<file path="src/rtl/wishbone_rr_arbiter.sv">
`timescale 1ns/1ps
// wishbone_rr_arbiter
// Shares one Wishbone DRAM port between NUM_MASTERS masters using a
// round-robin pointer. A registered one-hot grant selects the master whose
// request is copied onto the slave port. Every transaction is followed by
// one dead (GAP) cycle. A per-transaction watchdog forces a retry to the
// granted master when the slave never answers.
module wishbone_rr_arbiter #(
  parameter int NUM_MASTERS = 3,
  parameter int ADDR_W      = 32,
  parameter int DATA_W      = 128,
  parameter int TIMEOUT     = 64
) (
  input  logic                            clk,
  input  logic                            rst_n,
  // master side
  input  logic [NUM_MASTERS-1:0]          m_cyc,
  input  logic [NUM_MASTERS-1:0]          m_stb,
  input  logic [NUM_MASTERS-1:0]          m_we,
  input  logic [NUM_MASTERS*DATA_W/8-1:0] m_sel,
  input  logic [NUM_MASTERS*ADDR_W-1:0]   m_adr,
  input  logic [NUM_MASTERS*DATA_W-1:0]   m_dat_m,
  output logic [NUM_MASTERS-1:0]          m_ack,
  output logic [NUM_MASTERS-1:0]          m_rty,
  output logic [DATA_W-1:0]               m_dat_s,
  // slave (DRAM) side
  output logic                            s_cyc,
  output logic                            s_stb,
  output logic                            s_we,
  output logic [DATA_W/8-1:0]             s_sel,
  output logic [ADDR_W-1:0]               s_adr,
  output logic [DATA_W-1:0]               s_dat_m,
  input  logic                            s_ack,
  input  logic                            s_rty,
  input  logic [DATA_W-1:0]               s_dat_s,
  // status
  output logic [NUM_MASTERS-1:0]          grant,
  output logic [NUM_MASTERS-1:0]          timeout_flag,
  input  logic                            timeout_clr
);

  localparam int SEL_W = DATA_W / 8;
  localparam int IDX_W = (NUM_MASTERS > 1) ? $clog2(NUM_MASTERS) : 1;
  localparam int WD_W  = $clog2(TIMEOUT + 1);
  localparam logic [WD_W-1:0] WD_LAST = WD_W'(TIMEOUT - 1);
  localparam logic [IDX_W-1:0] IDX_LAST = IDX_W'(NUM_MASTERS - 1);

  typedef enum logic [1:0] {
    IDLE  = 2'd0,
    GRANT = 2'd1,
    GAP   = 2'd2
  } state_t;

  state_t                 state, state_next;
  logic [NUM_MASTERS-1:0] req;
  logic [NUM_MASTERS-1:0] grant_next;
  logic [NUM_MASTERS-1:0] flag_set;
  logic [IDX_W-1:0]       ptr, ptr_next;
  logic [IDX_W-1:0]       gidx, gidx_next;
  logic [IDX_W:0]         pick;
  logic                   win_found;
  logic [IDX_W-1:0]       win_idx;
  logic [WD_W-1:0]        wd, wd_next;

  // signals of the currently granted master
  logic                   g_cyc, g_stb, g_we;
  logic [SEL_W-1:0]       g_sel;
  logic [ADDR_W-1:0]      g_adr;
  logic [DATA_W-1:0]      g_dat;

  logic                   in_grant;
  logic                   resp;
  logic                   fire;

  // First requesting master at or after 'start', wrapping modulo NUM_MASTERS.
  // Result is {found, index}.
  function automatic logic [IDX_W:0] rr_pick(input logic [NUM_MASTERS-1:0] r,
                                             input logic [IDX_W-1:0]       start);
    logic [IDX_W:0] res;
    logic           found;
    int             c;
    res   = '0;
    found = 1'b0;
    for (int k = 0; k < NUM_MASTERS; k++) begin
      c = int'(start) + k;
      if (c >= NUM_MASTERS) c = c - NUM_MASTERS;
      if (!found && r[IDX_W'(c)]) begin
        found = 1'b1;
        res   = {1'b1, IDX_W'(c)};
      end
    end
    return res;
  endfunction

  // Successor of a master index in round-robin order.
  function automatic logic [IDX_W-1:0] next_idx(input logic [IDX_W-1:0] i);
    return (i == IDX_LAST) ? '0 : i + 1'b1;
  endfunction

  assign req       = m_cyc & m_stb;
  assign pick      = rr_pick(req, ptr);
  assign win_found = pick[IDX_W];
  assign win_idx   = pick[IDX_W-1:0];

  assign in_grant  = (state == GRANT);
  assign resp      = s_ack | s_rty;
  // Watchdog expiry only counts when the slave stays silent this cycle;
  // a real response always wins over the forced retry.
  assign fire      = in_grant && (wd == WD_LAST) && !resp;

  assign m_dat_s   = s_dat_s;

  // Select the granted master's request fields via the one-hot grant.
  always_comb begin
    g_cyc = 1'b0;
    g_stb = 1'b0;
    g_we  = 1'b0;
    g_sel = '0;
    g_adr = '0;
    g_dat = '0;
    for (int i = 0; i < NUM_MASTERS; i++) begin
      if (grant[i]) begin
        g_cyc = m_cyc[i];
        g_stb = m_stb[i];
        g_we  = m_we[i];
        g_sel = m_sel[i*SEL_W +: SEL_W];
        g_adr = m_adr[i*ADDR_W +: ADDR_W];
        g_dat = m_dat_m[i*DATA_W +: DATA_W];
      end
    end
  end

  // Drive the slave port and route responses; everything idles at zero
  // outside GRANT so the bus never carries X.
  always_comb begin
    s_cyc   = 1'b0;
    s_stb   = 1'b0;
    s_we    = 1'b0;
    s_sel   = '0;
    s_adr   = '0;
    s_dat_m = '0;
    m_ack   = '0;
    m_rty   = '0;
    if (in_grant) begin
      // on watchdog expiry the slave cycle is withdrawn in the same cycle
      s_cyc   = g_cyc & ~fire;
      s_stb   = g_stb & ~fire;
      s_we    = g_we;
      s_sel   = g_sel;
      s_adr   = g_adr;
      s_dat_m = g_dat;
      m_ack   = s_ack ? grant : '0;
      m_rty   = (s_rty | fire) ? grant : '0;
    end
  end

  // Next-state logic: arbitrate in IDLE/GAP, watch for the end of the
  // transaction in GRANT.
  always_comb begin
    state_next = state;
    grant_next = grant;
    ptr_next   = ptr;
    gidx_next  = gidx;
    wd_next    = wd;
    flag_set   = '0;
    case (state)
      IDLE, GAP: begin
        if (win_found) begin
          state_next          = GRANT;
          grant_next          = '0;
          grant_next[win_idx] = 1'b1;
          gidx_next           = win_idx;
          wd_next             = '0;
        end else begin
          state_next = IDLE;
          grant_next = '0;
        end
      end
      GRANT: begin
        // response, watchdog expiry and master abort all close the
        // transaction the same way; only the watchdog records a flag
        if (resp || fire || !g_cyc) begin
          state_next = GAP;
          grant_next = '0;
          ptr_next   = next_idx(gidx);
          if (fire) flag_set = grant;
        end else begin
          wd_next = (wd == '1) ? wd : wd + 1'b1;
        end
      end
      default: begin
        state_next = IDLE;
        grant_next = '0;
      end
    endcase
  end

  // State, grant, pointer and watchdog registers.
  always_ff @(posedge clk or negedge rst_n) begin
    if (!rst_n) begin
      state <= IDLE;
      grant <= '0;
      ptr   <= '0;
      gidx  <= '0;
      wd    <= '0;
    end else begin
      state <= state_next;
      grant <= grant_next;
      ptr   <= ptr_next;
      gidx  <= gidx_next;
      wd    <= wd_next;
    end
  end

  // Sticky watchdog flags; a new expiry outranks a simultaneous clear.
  always_ff @(posedge clk or negedge rst_n) begin
    if (!rst_n) begin
      timeout_flag <= '0;
    end else begin
      timeout_flag <= (timeout_clr ? '0 : timeout_flag) | flag_set;
    end
  end

endmodule

</file>
<file path="config.mk">
export PLATFORM = sky130hd
export DESIGN_NAME = wishbone_rr_arbiter
export DESIGN_NICKNAME = d
export VERILOG_FILES = /design/src/rtl/wishbone_rr_arbiter.sv
export SDC_FILE = /design/constraint.sdc
export NUM_CORES = 1
export LEC_CHECK = 0
export ABC_AREA = 1
export BUFFER_PORTS_ARGS = -buffer_cell sky130_fd_sc_hd__buf_2
export CAP_MARGIN = 20
export CORE_AREA = 3 3 384 386
export DETAILED_ROUTE_END_ITERATION = 8
export DIE_AREA = 0 0 387 389
export PLACE_DENSITY = 0.3
export SKIP_LAST_GASP = 1
export SYNTH_ARGS = -nofsm -noshare
export SYNTH_HDL_FRONTEND = slang
export SYNTH_SLANG_ARGS = --single-unit
</file>
<file path="constraint.sdc">
create_clock -name clk -period 1.69 [get_ports clk]
set_input_delay 0.169 -clock clk [delete_from_list [all_inputs] [get_ports clk]]
set_output_delay 0.169 -clock clk [all_outputs]
set_load 0.01 [all_outputs]
</file>
==> reports/results.tsv, run 1 <==
metric	value	unit
H-tree levels	1	
Iter 0 DRT Violations	438	
Reg clk slew, reported paths	0.06	ns
part of the power in registers	2.7	%
RSZ-0062 raised after global routing	yes	
clock tree buffer depth	2	
Static Leak	6.84	nW
Via density	3.03	
area leader, netlist	a21oi_1	
sequential area share after synthesis	7.93	%
first drt pass iteration count	5	
status	finished with violations	
final net count	2571	
DRT antenna net count	0	
Comb power frac	95.4	%
Worst path max stage delay	0.39	ns
top cell type's share of synthesized area	29.8	%
most frequent cells in the layout	buf_2 (620), a21oi_1 (202), buf_4 (194)	
die area	151000	um2
WL/cell	27.7	um
CP max-delay cell	dfrtp_1	
most common cell after layout, fill and taps aside	buf_2	
Psw	14.1	mW
Cells after Synth	1117	
Core Util, Final	11.6	%
clk root buf	clkbuf_16	
pwr/cell area	1520	nW/um2
clock network power share	2.0	%
Warnings, synthesis	0	
Post-Syn Area per Cell	5.37	um2
final non-filler cell area	16700	um2
Post-Place Cell Area	12900	um2
PnR worst setup slack	-0.418	ns
final max-slew violation count	0	
Synth area leaders	a21oi_1 (30%), buf_4 (16%), o21ai_0 (15%)	
antenna violations before repair	35	
Worst-Margin Slew	0.473	ns
WL final	105000	um
Core ar.	144000	um2
Site Rows	139	
Req. time, crit path	1.52	ns
Power Internal	11.2	mW
Total GRT Usage	12.7	%
synthesized cell area	6000	um2
setup violators final	194	
largest net degree at the start of global routing	56	
Seq cells post-synth	19	
Die Y	389	um
Worst Path Class, Setup	reg -> out	
min Tclk post-route	2.11	ns
clock skew	0.00381	ns
Initial Utilization	4.17	%
CTS sink cnt	19	
Worst-Skew Late Latency	0.25	ns
dpl cells	3712	
WP data arrival	1.94	ns
CP Launch Type	flop	
CTS tree	built	
Final Hold Viols	0	
worst-path fanout max	6	
CTS Buf Count	3	
Netlist cell types	33	
Non-Filler Instances	3805	
Worst setup EP type	output port	
HPWL Detailed	88200	um
Max-slew headroom	68.5	%
global route overflow	0	
post-synthesis to final-layout area growth	178	%
sw frac	55.8	%
worst-path cell chain	nor2_4, buf_6, buf_12, buf_12, o21ai_2, buf_4, a21oi_4, buf_6	
Fmax	0.474	GHz
maxcap violations	0	
Syn Nets	1792	
GP Congestion	0.851	
DRC viols	0	
failing checks	negative setup slack	
Die X	387	um
detailed-route via count	11500	
Port Buf Inserts	732	
IO Count	989	
fin crit share	125	%
first-pass GRT wire length	126000	um
share of cells above drive strength 1	69.6	%
vias in the first global route	11700	
Peak VDD IR	0.466	mV
Hold Crit Class	in -> reg	
synthesized netlist by cell type:
library cell	instances
o21ai_0	179
buf_2	22
dfrtp_1	19
xnor2_1	4
nand2_1	228
inv_1	19
inv_2	9
ha_1	5
nand2_4	1
xor2_1	1
inv_4	1
o22ai_1	3
nor2_4	1
or2_4	1
nand3_1	21
nor2_1	22
nand4_1	2
a21oi_1	357
nor3_1	4
nand2_2	2
o21ai_1	4
nand4_2	1
nor3_2	1
o21ai_4	1
buf_1	2
buf_4	128
o21ai_2	1
a211oi_1	1
clkbuf_1	72
nand4_4	1
or2_2	1
nand3_2	1
buf_6	2
per-stage QoR:
stage	setup slack, ns	hold WS, ns	TNS (ns)	power (mW)
final	-0.418	0.129	-53.82	25.3
after detailed placement	-0.853	0.163	-41.22	17.7
after CTS	-0.489	0.125	-72.15	22.2
after global placement	-1.09	0.163	-51.29	17.9
after global routing	-0.469	0.144	-69.46	27.0
after floorplan	0.0133	-0.127	0	6.81
metal layers:
| metal | vias to the layer above | wire, um | track usage, % |
|---|---|---|---|
| met5 | - | 55 | 0 |
| met4 | 8 | 1010 | 0.953 |
| met3 | 80 | 8940 | 4.40 |
| met2 | 662 | 51500 | 22.1 |
| met1 | 5483 | 44000 | 15.6 |
| li1 | 5284 | - | - |
final timing paths:
check                            startpoint         endpoint  slack, ns  cells past startpoint
worst min-delay path            timeout_clr  timeout_flag[1]       0.13                      2
min in group asynchronous             rst_n            wd[5]       0.42                      2
worst max register to register     grant[2]            wd[6]      -0.11                      9
worst max-delay path               state[1]        s_adr[15]      -0.42                      8
max in group asynchronous             rst_n         grant[1]       0.90                      2
worst min register to register      gidx[0]          gidx[0]       0.52                      2
timing repair:
action	CTS	global route
setup endpoints to repair	196	203
hold endpoints to repair	19	0
cloned	10	15
gates resized for setup	272	473
pin swaps	18	64
setup buffers	24	44
hold buffers	1	0
power by group through the flow:
stage | registers [mW] | clock network (mW) | logic, mW
global route | 0.686 | 0.537 | 25.7
CTS | 0.660 | 0.524 | 21.1
global placement | 0.654 | 0 | 17.2
detailed placement | 0.652 | 0 | 17.0
finish | 0.673 | 0.502 | 24.2
floorplan | 0.633 | 0 | 6.18
cell families after synthesis:
logic type	Yosys count	synth area share, %
and+or+nand+nor	287	19.7
adders and majority gates	5	1.04
xor gates and xnor gates	5	0.730
buffers and inverters	255	24.7
DFF	19	7.93
AOI/OAI and AO/OA	546	45.9
flip-flops by register name, indices dropped and copies added (netlist names):
signal,flops
ptr,2
gidx,2
state,2
wd,7
grant,3
timeout_flag,3
worst max-delay path: cells and delay by family, from the launching register on:
kind | cells | cell delay, ns
AOI/OAI and AO/OA | 2 | 0.36
buffers and inverters | 5 | 0.74
DFF | 1 | 0.39
and+or+nand+nor | 1 | 0.17
layout make-up:
class | count | area [um2]
fillers | 16900 | 127000
clock buffers | 4 | 78.8
flip-flops and latches | 19 | 484
multi-input cells | 843 | 5840
inverters | 29 | 144
well taps | 1903 | 2380
repair buffers | 1000 | 7730
diodes | 7 | 17.5
(Power assumes the default switching activity.)
==> run 2, diff against run 1 <==
--- a/config.mk
+++ b/config.mk
@@ -8,9 +8,9 @@
 export ABC_AREA = 1
 export BUFFER_PORTS_ARGS = -buffer_cell sky130_fd_sc_hd__buf_2
 export CAP_MARGIN = 20
-export CORE_AREA = 3 3 384 386
+export CORE_AREA = 3 3 386 388
 export DETAILED_ROUTE_END_ITERATION = 8
-export DIE_AREA = 0 0 387 389
+export DIE_AREA = 0 0 389 391
 export PLACE_DENSITY = 0.3
 export SKIP_LAST_GASP = 1
 export SYNTH_ARGS = -nofsm -noshare
==> constraint.sdc (replaced) <==
create_clock -name clk -period 2.35 [get_ports clk]
set_input_delay 0.235 -clock clk [delete_from_list [all_inputs] [get_ports clk]]
set_output_delay 0.235 -clock clk [all_outputs]
set_load 0.01 [all_outputs]
==> reports/results.tsv, run 2 (synthesis gave the netlist of run 1 again) <==
metric	value	unit	change
die area	152000	um2	+1.0%
fin crit share	99.3	%	
Peak VDD IR	0.481	mV	+3.2%
final max-slew violation count	0		unchanged
RR Endpoint	wd[3]		
clock skew	0.00414	ns	+0.000330 ns
final net count	2418		-6.0%
status	complete, no violations		
hold path start	timeout_clr		
Worst setup EP type	output port		
Final Hold Viols	0		unchanged
first drt pass iteration count	5		unchanged
Initial Utilization	4.12	%	-0.055 points
setup violators final	0		-100%
CTS sink cnt	19		unchanged
Site Rows	140		+0.72%
WP data arrival	2.10	ns	+0.16 ns
WL/cell	27.9	um	+0.49%
Non-Filler Instances	3673		-3.5%
Die X	389	um	+0.52%
Worst-Skew Late Latency	0.26	ns	about the same
Worst Path Class, Setup	reg -> out		
CP Launch Type	flop		
Via density	3.03		+0.11%
hold depth	2		unchanged
DRT antenna net count	0		unchanged
maxcap violations	0		unchanged
pwr/cell area	990	nW/um2	-35%
Fmax	0.429	GHz	
Port Buf Inserts	732		unchanged
biggest regs	wd x7, grant x3, timeout_flag x3		
GP Congestion	0.861		+1.1%
Worst R2R Setup Slack	0.36	ns	+0.47 ns
clock tree buffer depth	2		unchanged
Total GRT Usage	12.6	%	-0.099 points
DRC viols	0		unchanged
WHS Endpoint	timeout_flag[1]		
most frequent cells in the layout	buf_2 (696), a21oi_1 (306), nand2_1 (226)		
share of cells above drive strength 1	53.3	%	-16 points
global route overflow	0		unchanged
Hold Crit Class	in -> reg		
Static Leak	5.34	nW	-22%
Worst-Margin Slew	0.656	ns	+0.183 ns
Post-Place Cell Area	12000	um2	-6.6%
Worst R2R Start	ptr[0]		
Max-slew headroom	55.8	%	-13 points
min Tclk post-route	2.33	ns	
HPWL Detailed	90200	um	+2.2%
most common cell after layout, fill and taps aside	buf_2		
Core ar.	146000	um2	+1.3%
worst-path fanout max	21		+15
detailed-route via count	11100		-3.4%
Largest register FFs	7		unchanged
largest register by flop count	wd		
WL final	102000	um	-3.0%
Reg clk slew, reported paths	0.06	ns	about the same
clk root buf	clkbuf_16		
cells on worst reg2reg path	10		+1
antenna violations before repair	62		+77%
largest net degree at the start of global routing	97		+73%
CTS Buf Count	3		unchanged
dpl cells	3641		-1.9%
IO Count	989		unchanged
first-pass GRT wire length	125000	um	-0.90%
setup TNS	0	ns	+53.82 ns
Iter 0 DRT Violations	570		+30%
Filler cells	17400		+3.3%
post-synthesis to final-layout area growth	114	%	
RSZ-0062 raised after global routing	yes		
final non-filler cell area	12800	um2	-23%
H-tree levels	1		unchanged
Die Y	391	um	+0.51%
CTS tree	built		
hold_ws	0.214	ns	+0.0852 ns
Core Util, Final	8.79	%	-2.8 points
Req. time, crit path	2.12	ns	+0.60 ns
vias in the first global route	11400		-2.4%
-- run 2: cell types whose count changed in the layout (fill, tap and decap cells not counted), moves of 47 or more --
| cell | delta |
|---|---|
| a21oi_1 | +104 |
| a21oi_2 | -57 |
| a21oi_4 | -47 |
| buf_2 | +76 |
| buf_4 | -112 |
| buf_6 | -65 |
| nand2_1 | +48 |
| o21ai_0 | +97 |
| o21ai_2 | -48 |
-- run 2: critical path, stage by stage (launching register included) --
cell,delay (ns)
dfrtp_4,0.49
inv_2,0.12
nand2_4,0.13
inv_16,0.13
buf_16,0.18
buf_4,0.17
nand2_1,0.06
a21oi_1,0.30
buf_2,0.21
-- run 2: worst max-delay path by stage --
stage	start	end	slack (ns)	cells past startpoint
3_5_place_dp	grant[0]	s_dat_m[100]	-0.35	6
3_3_place_gp	grant[0]	s_dat_m[109]	-0.58	6
4_1_cts	grant[1]	s_stb	-0.07	5
5_1_grt	grant[1]	s_adr[29]	-0.02	7
2_1_floorplan	ptr[0]	wd[2]	0.67	10
6_report	grant[1]	s_dat_m[41]	0.02	8
-- run 2: layout make-up --
type,instances,area (um2),share of cell area (%)
multi-input cells,843,4340,33.9
repair buffers,845,5310,41.5
well taps,1917,2400,18.7
flip-flops and latches,19,484,3.78
clock inverters,1,5.00,0.0391
repair inverters,2,20.0,0.156
inverters,29,141,1.10
clock buffers,3,75.1,0.586
diodes,14,35.0,0.274
-- run 2: what timing repair did --
item | CTS | global route
resized for setup | 76 | 35
hold endpoints to repair | 19 | 0
cloned | 5 | 1
buffers inserted | 3 | 4
setup endpoints to repair | 97 | 45
hold buffers | 1 | 0
pin swaps | 4 | 3
-- run 2: where the power goes --
group | internal (mW) | total, mW | leakage, nW | switching [mW]
Clock | 0.229 | 0.381 | 0.0410 | 0.151
Combinational | 4.05 | 11.8 | 5.05 | 7.75
Sequential | 0.408 | 0.503 | 0.251 | 0.0954
-- run 2: through the flow --
step | total power [mW] | setup slack (ns)
final | 12.7 | 0.0167
after global routing | 13.6 | -0.0205
after CTS | 12.9 | -0.0723
after detailed placement | 11.7 | -0.346
after global placement | 11.8 | -0.582
after floorplan | 4.90 | 0.673
-- run 2: layer usage --
metal,part of all wire (%),track usage (%),vias up,wire [um]
met5,0.30,0,-,303
met2,47,21.6,710,48400
li1,-,-,4982,-
met3,9.5,4.74,123,9740
met4,0.91,0.887,46,930
met1,42,15.6,5269,42900
==> run 3, diff against run 2 <==
--- a/config.mk
+++ b/config.mk
@@ -12,6 +12,7 @@
 export DETAILED_ROUTE_END_ITERATION = 8
 export DIE_AREA = 0 0 389 391
 export PLACE_DENSITY = 0.3
+export RECOVER_POWER = 25
 export SKIP_LAST_GASP = 1
 export SYNTH_ARGS = -nofsm -noshare
 export SYNTH_HDL_FRONTEND = slang
==> constraint.sdc (replaced) <==
create_clock -name clk -period 2.6 [get_ports clk]
set_input_delay 0.26 -clock clk [delete_from_list [all_inputs] [get_ports clk]]
set_output_delay 0.26 -clock clk [all_outputs]
set_load 0.01 [all_outputs]
==> reports/results.tsv, run 3 (synthesis gave the netlist of run 1 again) <==
metric	value	unit	change
Req. time, crit path	2.34	ns	+0.22 ns
Static Leak	5.06	nW	-5.3%
CTS Buf Count	3		unchanged
most common cell after layout, fill and taps aside	buf_2		
Worst-Skew Late Latency	0.25	ns	about the same
clock skew	0.00142	ns	-0.00272 ns
post-synthesis to final-layout area growth	104	%	
Final Hold Viols	0		unchanged
Largest register FFs	7		unchanged
worst-path cell chain	inv_2, nand2_1, bufinv_16, buf_16, buf_16, nand2_1, a21oi_2, buf_2		
HPWL Detailed	86600	um	-4.0%
worst-path fanout max	20		-4.8%
Max-slew headroom	20.0	%	-36 points
WL/cell	26.8	um	-3.9%
final non-filler cell area	12200	um2	-4.6%
setup violators final	0		unchanged
WP data arrival	2.33	ns	+0.23 ns
most frequent cells in the layout	buf_2 (707), a21oi_1 (314), nand2_1 (228)		
first-pass GRT wire length	119000	um	-4.7%
global route overflow	0		unchanged
DRC viols	0		unchanged
Die Y	391	um	unchanged
pwr/cell area	859	nW/um2	-13%
hold-fix buffers at CTS	0		-1
Peak VDD IR	0.323	mV	-33%
RSZ-0062 raised after global routing	yes		
Fmax	0.387	GHz	
antenna violations before repair	50		-19%
dpl cells	3596		-1.2%
Critical Path Start	grant[1]		
Core Util, Final	8.38	%	-0.40 points
Power Total	10.5	mW	-17%
Worst path max stage delay	0.53	ns	+0.04 ns
Port Buf Inserts	732		unchanged
vias in the first global route	11100		-2.5%
Initial Utilization	4.12	%	unchanged
CP Launch Type	flop		
Worst R2R Start	ptr[0]		
maxcap violations	0		unchanged
hold_ws	0.239	ns	+0.0256 ns
Non-Filler Instances	3620		-1.4%
H-tree levels	1		unchanged
clk root buf	clkbuf_16		
setup TNS	0	ns	unchanged
DRT antenna net count	0		unchanged
Reg clk slew, reported paths	0.06	ns	about the same
met3 wire length	10100	um	+4.0%
Filler cells	17500		+0.37%
Reg area	483	um2	-0.26%
PnR worst setup slack	0.0147	ns	-0.00203 ns
GP Congestion	0.918		+6.7%
Site Rows	140		unchanged
Worst setup EP type	output port		
CP top delay family	buffers and inverters		
final max-slew violation count	0		unchanged
Via density	3.02		-0.40%
WL final	96900	um	-5.3%
final net count	2368		-2.1%
die area	152000	um2	unchanged
Buf/Inv on CP	5		unchanged
share of cells above drive strength 1	51.2	%	-2.1 points
met1 WL	39300	um	-8.4%
Core ar.	146000	um2	unchanged
clock tree buffer depth	2		unchanged
Post-Place Setup Slack	-0.296	ns	+0.0505 ns
DR top layer	met5		
CTS sink cnt	19		unchanged
CTS tree	built		
Hold Crit Class	in -> async		
Total GRT Usage	11.9	%	-0.69 points
CP max-delay cell	dfrtp_4		
min Tclk post-route	2.59	ns	
status	complete, no violations		
detailed-route via count	10900		-1.8%
DR WL met2	46300	um	-4.4%
Worst-Margin Slew	1.20	ns	+0.545 ns
largest net degree at the start of global routing	84		-13%
Die X	389	um	unchanged
Worst Path Class, Setup	reg -> out		
Iter 0 DRT Violations	617		+8.2%
multi-input logic area	4300	um2	-0.87%
Post-Place Cell Area	11700	um2	-3.1%
first drt pass iteration count	5		unchanged
largest register by flop count	wd		
biggest regs	wd x7, grant x3, timeout_flag x3		
IO Count	989		unchanged
fin crit share	99.4	%	
-- run 3: cell count changes in the layout (fill, tap and decap cells not counted), sizes merged --
cell,previous run,this run
buf,834,794
bufbuf,3,1
bufinv,0,1
clkbuf,10,5
diode,14,11
dlygate4sd3,1,0
inv,31,28
-- run 3: worst register-to-register path, delay by kind of cell (launching register included) --
family | cells | cell delay (ns)
buffers and inverters | 2 | 0.18
flip-flops | 1 | 0.41
adder cells (fa/ha/maj) | 1 | 0.32
AO/OA/AOI/OAI | 1 | 0.36
AND/OR/NAND/NOR | 6 | 0.60
-- run 3: what timing repair did --
| item | 4_1_cts | 5_1_grt |
|---|---|---|
| pin swaps | 3 | 0 |
| hold endpoints to repair | 0 | 0 |
| gates cloned | 2 | 1 |
| buffers inserted | 4 | 2 |
| gates resized for setup | 58 | 7 |
| endpoints found under the setup margin | 50 | 17 |
-- run 3: routing by layer --
metal  vias to the layer above  global-route usage [%]
met5                         -                       0
met4                        22                    1.45
met3                        86                    4.84
met2                       746                    20.4
met1                      5202                    14.2
li1                       4869                       -
-- run 3: final timing paths --
check / end / slack [ns] / cells past startpoint
worst max-delay path: s_adr[29] / 0.01 / 8
worst min register to register: gidx[0] / 0.51 / 2
worst max register to register: wd[3] / 0.63 / 10
worst min-delay path: wd[0] / 0.24 / 1
min in group clk: timeout_flag[1] / 0.24 / 2
max in group asynchronous: grant[1] / 1.50 / 1
-- run 3: power by group --
part           leakage [nW]  switching [mW]  total, mW  internal (mW)
Combinational          4.77            6.58       9.74           3.16
Sequential            0.252          0.0672      0.435          0.368
Clock                0.0409           0.115      0.321          0.206
Total                  5.06            6.76       10.5           3.74
-- run 3: layout make-up --
type | instances | share of cell area, %
antenna | 11 | 0.225
clock inverter | 1 | 0.0410
multi-input combinational | 843 | 35.2
tap | 1917 | 19.6
timing repair buffer | 797 | 39.1
clock buffer | 3 | 0.614
inverter | 29 | 1.21
sequential | 19 | 3.95
